==> src/rtl/tcam_pkg.sv <==
// Shared TCAM definitions: default geometry and reader state encoding,
// common to the TCAM array, the match reader and the search controller.
package tcam_pkg;

    localparam int unsigned ADDRESS_SIZE = 4;
    localparam int unsigned WORD_SIZE    = 1 << ADDRESS_SIZE;

    typedef enum logic {
        IDLE = 1'b0,
        EMIT = 1'b1
    } state_t;

endpackage

==> src/rtl/lowest_set_bit_encoder.sv <==
// Combinational priority encoder: index of the lowest set bit, plus flags
// for "any bit set" and "exactly one bit set".
module lowest_set_bit_encoder #(
    parameter  int unsigned width      = 16,
    localparam int unsigned index_size = (width > 1) ? $clog2(width) : 1
) (
    input  logic [width-1:0]      vector,
    output logic [index_size-1:0] index,
    output logic                  any,
    output logic                  single
);

    // Scan from the top so the lowest set bit wins.
    always_comb begin
        index = '0;
        for (int i = width - 1; i >= 0; i--) begin
            if (vector[i]) begin
                index = index_size'(i);
            end
        end
    end

    assign any    = |vector;
    assign single = any && ((vector & (vector - width'(1))) == '0);

endmodule

==> src/rtl/tcam_match_reader.sv <==
// Serialises a captured TCAM match vector into hit addresses, lowest index
// first, under a valid/ready handshake; also reports the hit count.
module tcam_match_reader
    import tcam_pkg::*;
#(
    parameter int unsigned address_size = ADDRESS_SIZE
) (
    input  logic                        clock,
    input  logic                        reset,
    input  logic [(1<<address_size)-1:0] match_vector,
    input  logic                        match_valid,
    output logic                        match_ready,
    output logic [address_size-1:0]     out_address,
    output logic                        out_none,
    output logic                        out_last,
    output logic                        out_valid,
    input  logic                        out_ready,
    output logic [address_size:0]       hit_count
);

    localparam int unsigned word_size  = 1 << address_size;
    localparam int unsigned count_size = address_size + 1;

    function automatic logic [count_size-1:0] popcount(input logic [word_size-1:0] v);
        logic [count_size-1:0] sum;
        sum = '0;
        for (int i = 0; i < word_size; i++) begin
            sum = sum + count_size'(v[i]);
        end
        return sum;
    endfunction

    state_t                  state;
    logic [word_size-1:0]    pending;
    logic [word_size-1:0]    pending_next;
    logic [address_size-1:0] next_index;
    logic                    next_any;
    logic                    next_single;

    // Value pending will hold after this edge; the next beat is encoded from it
    // so every out_* field comes straight from a flop.
    always_comb begin
        pending_next = pending;
        if (state == IDLE) begin
            pending_next = match_vector;
        end else if (out_ready) begin
            pending_next = pending & ~(word_size'(1) << out_address);
        end
    end

    lowest_set_bit_encoder #(
        .width (word_size)
    ) u_encoder (
        .vector (pending_next),
        .index  (next_index),
        .any    (next_any),
        .single (next_single)
    );

    always_ff @(posedge clock or posedge reset) begin
        if (reset) begin
            state       <= IDLE;
            pending     <= '0;
            hit_count   <= '0;
            match_ready <= 1'b1;
            out_valid   <= 1'b0;
            out_none    <= 1'b0;
            out_last    <= 1'b0;
            out_address <= '0;
        end else begin
            case (state)
                IDLE: begin
                    if (match_valid) begin
                        state       <= EMIT;
                        pending     <= pending_next;
                        hit_count   <= popcount(match_vector);
                        match_ready <= 1'b0;
                        out_valid   <= 1'b1;
                        out_none    <= !next_any;
                        out_last    <= !next_any || next_single;
                        out_address <= next_any ? next_index : '0;
                    end
                end
                EMIT: begin
                    if (out_ready) begin
                        if (out_last) begin
                            state       <= IDLE;
                            pending     <= '0;
                            match_ready <= 1'b1;
                            out_valid   <= 1'b0;
                            out_none    <= 1'b0;
                            out_last    <= 1'b0;
                            out_address <= '0;
                        end else begin
                            pending     <= pending_next;
                            out_address <= next_index;
                            out_last    <= next_single;
                            out_none    <= 1'b0;
                        end
                    end
                end
                default: begin
                    state <= IDLE;
                end
            endcase
        end
    end

endmodule
==> config.mk <==
export PLATFORM = sky130hd
export DESIGN_NAME = tcam_match_reader
export DESIGN_NICKNAME = d
export VERILOG_FILES = /design/src/rtl/tcam_pkg.sv /design/src/rtl/lowest_set_bit_encoder.sv /design/src/rtl/tcam_match_reader.sv
export SDC_FILE = /design/constraint.sdc
export NUM_CORES = 1
export LEC_CHECK = 0
export BUFFER_PORTS_ARGS = -buffer_cell sky130_fd_sc_hd__buf_2
export CORE_UTILIZATION = 59
export DETAILED_ROUTE_END_ITERATION = 8
export HOLD_SLACK_MARGIN = 0.1
export PLACE_DENSITY = 0.84
export RECOVER_POWER = 25
export SYNTH_ARGS = -nofsm -noshare
export SYNTH_HDL_FRONTEND = slang
export SYNTH_SLANG_ARGS = --single-unit
==> constraint.sdc <==
create_clock -name clock -period 3.9 [get_ports clock]
set_input_delay 0.78 -clock clock [delete_from_list [all_inputs] [get_ports clock]]
set_output_delay 0.78 -clock clock [all_outputs]
set_load 0.01 [all_outputs]
==> out/summary.txt <==
Psw: 0.907 mW
Num Clock Sinks: 30
Port Buffers: 32
share of total power in the clock network: 0.137
share of layout cells above drive strength 1: 0.191
Fin. Hold Viols: 0
DR vias: 2,449
Syn Nets: 337
RSZ-0062 raised after global routing: false
worst slew pin tran: 1.63 ns
max_slew headroom: -0.0848
minimum clock period: 3.76 ns
vias per cell: 6.20
# H-tree levels: 2
Synth cell types: 55
area growth from synthesis to layout: 15.9%
Routed Antenna Nets: 0
post-placement cell area: 2770 sq um
core area: 4000 sq um
number of flops mapped to enable cells by yosys: 0
dpl hpwl: 4970 um
gpl congestion: 0.959
worst hold-check path type: reg -> reg
Max VDD drop: 0.000392 V
status: finished with violations
crit path DAT: 3.91 ns
CTS clk-pin slew, worst paths: 0.06 ns
nets: 379
all-layer global routing usage: 0.340
startpoint types: input pin
combinational share of power: 0.579
Top FF cell, synth: dfrtp_1
type of the worst setup path: in -> reg
Diodes inserted: 0
LEAKAGE: 1.25 nW
Final setup viols: 0
first-pass GRT wire length: 11,000 um
cell count after synthesis: 302
I/O pins: 33
Synth Register Bits: 30
CTS tree: done
CP max FO: 2
asr flop ratio synth: 1.00
violated checks: DRC, capacitance limit, slew limit
post-route cell area: 2860 sq um
DR DRC count: 2
Rows: 23
vias in the first global route: 2,305
Seq pwr share: 0.284
Crit. End Element: flop
Die Width: 66.6 um
Clock Skew: 0.00440 ns
required time of the worst setup path: 4.05 ns
Peak Freq: 266 MHz
pin count of the biggest net entering global routing: 31
Starting DRT DRC Count: 239
Clock Latency Late Sink: 0.29 ns
antenna violations before repair: 0
DRT Wirelength: 6740 um
Ys Warns: 0
period utilisation layout: 0.964
Max Cap Viol: 1
die area: 4440 sq um
Pint: 1.03 mW
Synth Cell Area: 2460 sq um
Initial DRT Pass Iterations: 7
syn_area_per_cell: 8.16 sq um
CTS Root Cell: clkbuf_8
max-slew violation count: 31
grt total ovfl: 0
Seq/Total Area, Yosys: 0.305
clock buffer depth: 2
die span in y: 66.6 um
total design power: 1.94 mW
Net Sw Frac: 0.468
PwrDens: 678 nW/um^2
average wire per standard cell: 17.1 um
Initial Utilization: 0.616
cts bufs inserted: 5
==> final cells by class <==
cell class | count | area (sq um)
well taps | 50 | 62.6
inverters | 24 | 90.1
multi-input cells | 233 | 1560
fillers | 330 | 1140
flip-flops and latches | 30 | 752
repair buffers | 50 | 304
clock buffers | 8 | 90.1
==> logic make-up (layout without fill, tap and decap cells) <==
family,count (synthesis),in the layout,synth area share
simple gates,90,90,0.184
fa+ha+maj,17,17,0.115
buf+inv,39,82,0.0650
flops,30,30,0.305
xor+xnor,1,1,0.00355
compound gates,124,124,0.323
mux,1,1,0.00406
==> worst max-delay path: stages <==
cell and delay (ns):
buf_2 0.11, fa_1 0.53, inv_1 0.08, fa_1 0.39, inv_1 0.08, fa_1 0.45
fa_1 0.54, ha_1 0.31, a21o_1 0.17, a21oi_1 0.17, xor2_1 0.17, o21ai_0 0.11
==> state kept, by name, indices dropped and copies added, names as in the netlist <==
| name | cells |
|---|---|
| pending | 16 |
| out_valid | 1 |
| out_last | 1 |
| out_address | 4 |
| state | 1 |
| hit_count | 5 |
| out_none | 1 |
| match_ready | 1 |
==> metal layers <==
| layer | GRT usage | vias to the layer above | routed length, um |
|---|---|---|---|
| li1 | - | 1174 | - |
| met1 | 0.440 | 1139 | 2840 |
| met2 | 0.540 | 114 | 3210 |
| met3 | 0.0685 | 22 | 466 |
| met4 | 0.160 | 0 | 216 |
| met5 | 0 | - | 0 |
==> Yosys cell counts (2+ instances only) <==
library cell,number,area (sq um)
o21ai_0,30,150
dfrtp_1,29,726
a21oi_1,28,140
nand2_1,28,105
inv_1,24,90.1
nor2_1,20,75.1
nor3_1,14,70.1
a31oi_1,10,62.6
fa_1,10,200
o21ai_1,10,50.1
clkbuf_1,8,30.0
o21a_1,8,60.1
nor2b_1,7,43.8
a22oi_1,6,45.0
o211ai_1,6,45.0
buf_2,5,25.0
ha_1,5,62.6
nand2b_1,4,25.0
nand3_1,4,20.0
a211oi_1,3,22.5
a32o_1,3,30.0
o31ai_1,3,22.5
nand4_1,2,12.5
o21ai_4,2,32.5
o21bai_1,2,15.0
o311ai_0,2,17.5
==> repair_timing <==
action | CTS | global route
endpoints found under the setup margin | 0 | 1
buffers inserted | 0 | 0
gates resized for setup | 0 | 2
hold endpoints to repair | 0 | 0
hold buffers | 0 | 0
==> worst paths after layout <==
path	startpoint	endpoint	slack [ns]	cells after the start
max	match_vector[0]	hit_count[3]	0.14	12
min	hit_count[0]	hit_count[0]	0.47	2
max reg2reg	out_address[2]	out_address[0]	0.94	8
min reg2reg	hit_count[0]	hit_count[0]	0.47	2
max in group asynchronous	reset	out_address[2]	1.91	3
min in group asynchronous	reset	pending[2]	1.05	3
==> power groups by stage <==
stage,combinational (mW),sequential (mW),clock (mW)
2_1_floorplan,0.826,0.523,0
3_3_place_gp,1.07,0.543,0
3_5_place_dp,1.09,0.550,0
4_1_cts,1.10,0.546,0.268
5_1_grt,1.26,0.563,0.283
6_report,1.12,0.550,0.265
==> layout by cell type, fill, tap and decap left out, types with 5 or more instances in the layout <==
cell type / count
a21oi_1: 27
a22oi_1: 6
a31oi_1: 10
buf_2: 32
buf_4: 16
clkbuf_8: 6
dfrtp_1: 29
fa_1: 10
ha_1: 5
inv_1: 24
nand2_1: 28
nor2_1: 20
nor2b_1: 6
nor3_1: 14
o211ai_1: 6
o21a_1: 8
o21ai_0: 29
o21ai_1: 11
==> stage by stage <==
| stage | setup WS (ns) | hold WS, ns | utilization | std cells | setup TNS [ns] |
|---|---|---|---|---|---|
| floorplan | 0.149 | 0.446 | - | 302 | 0 |
| global placement | -0.0936 | 0.454 | 0.692 | 387 | -0.154 |
| detailed placement | -0.150 | 0.457 | 0.692 | 387 | -0.342 |
| CTS | 0.131 | 0.474 | 0.715 | 395 | 0 |
| global route | 0.00203 | 0.518 | 0.714 | 395 | 0 |
| finish | 0.140 | 0.471 | 0.714 | 395 | 0 |
(Power assumes the default switching activity.)
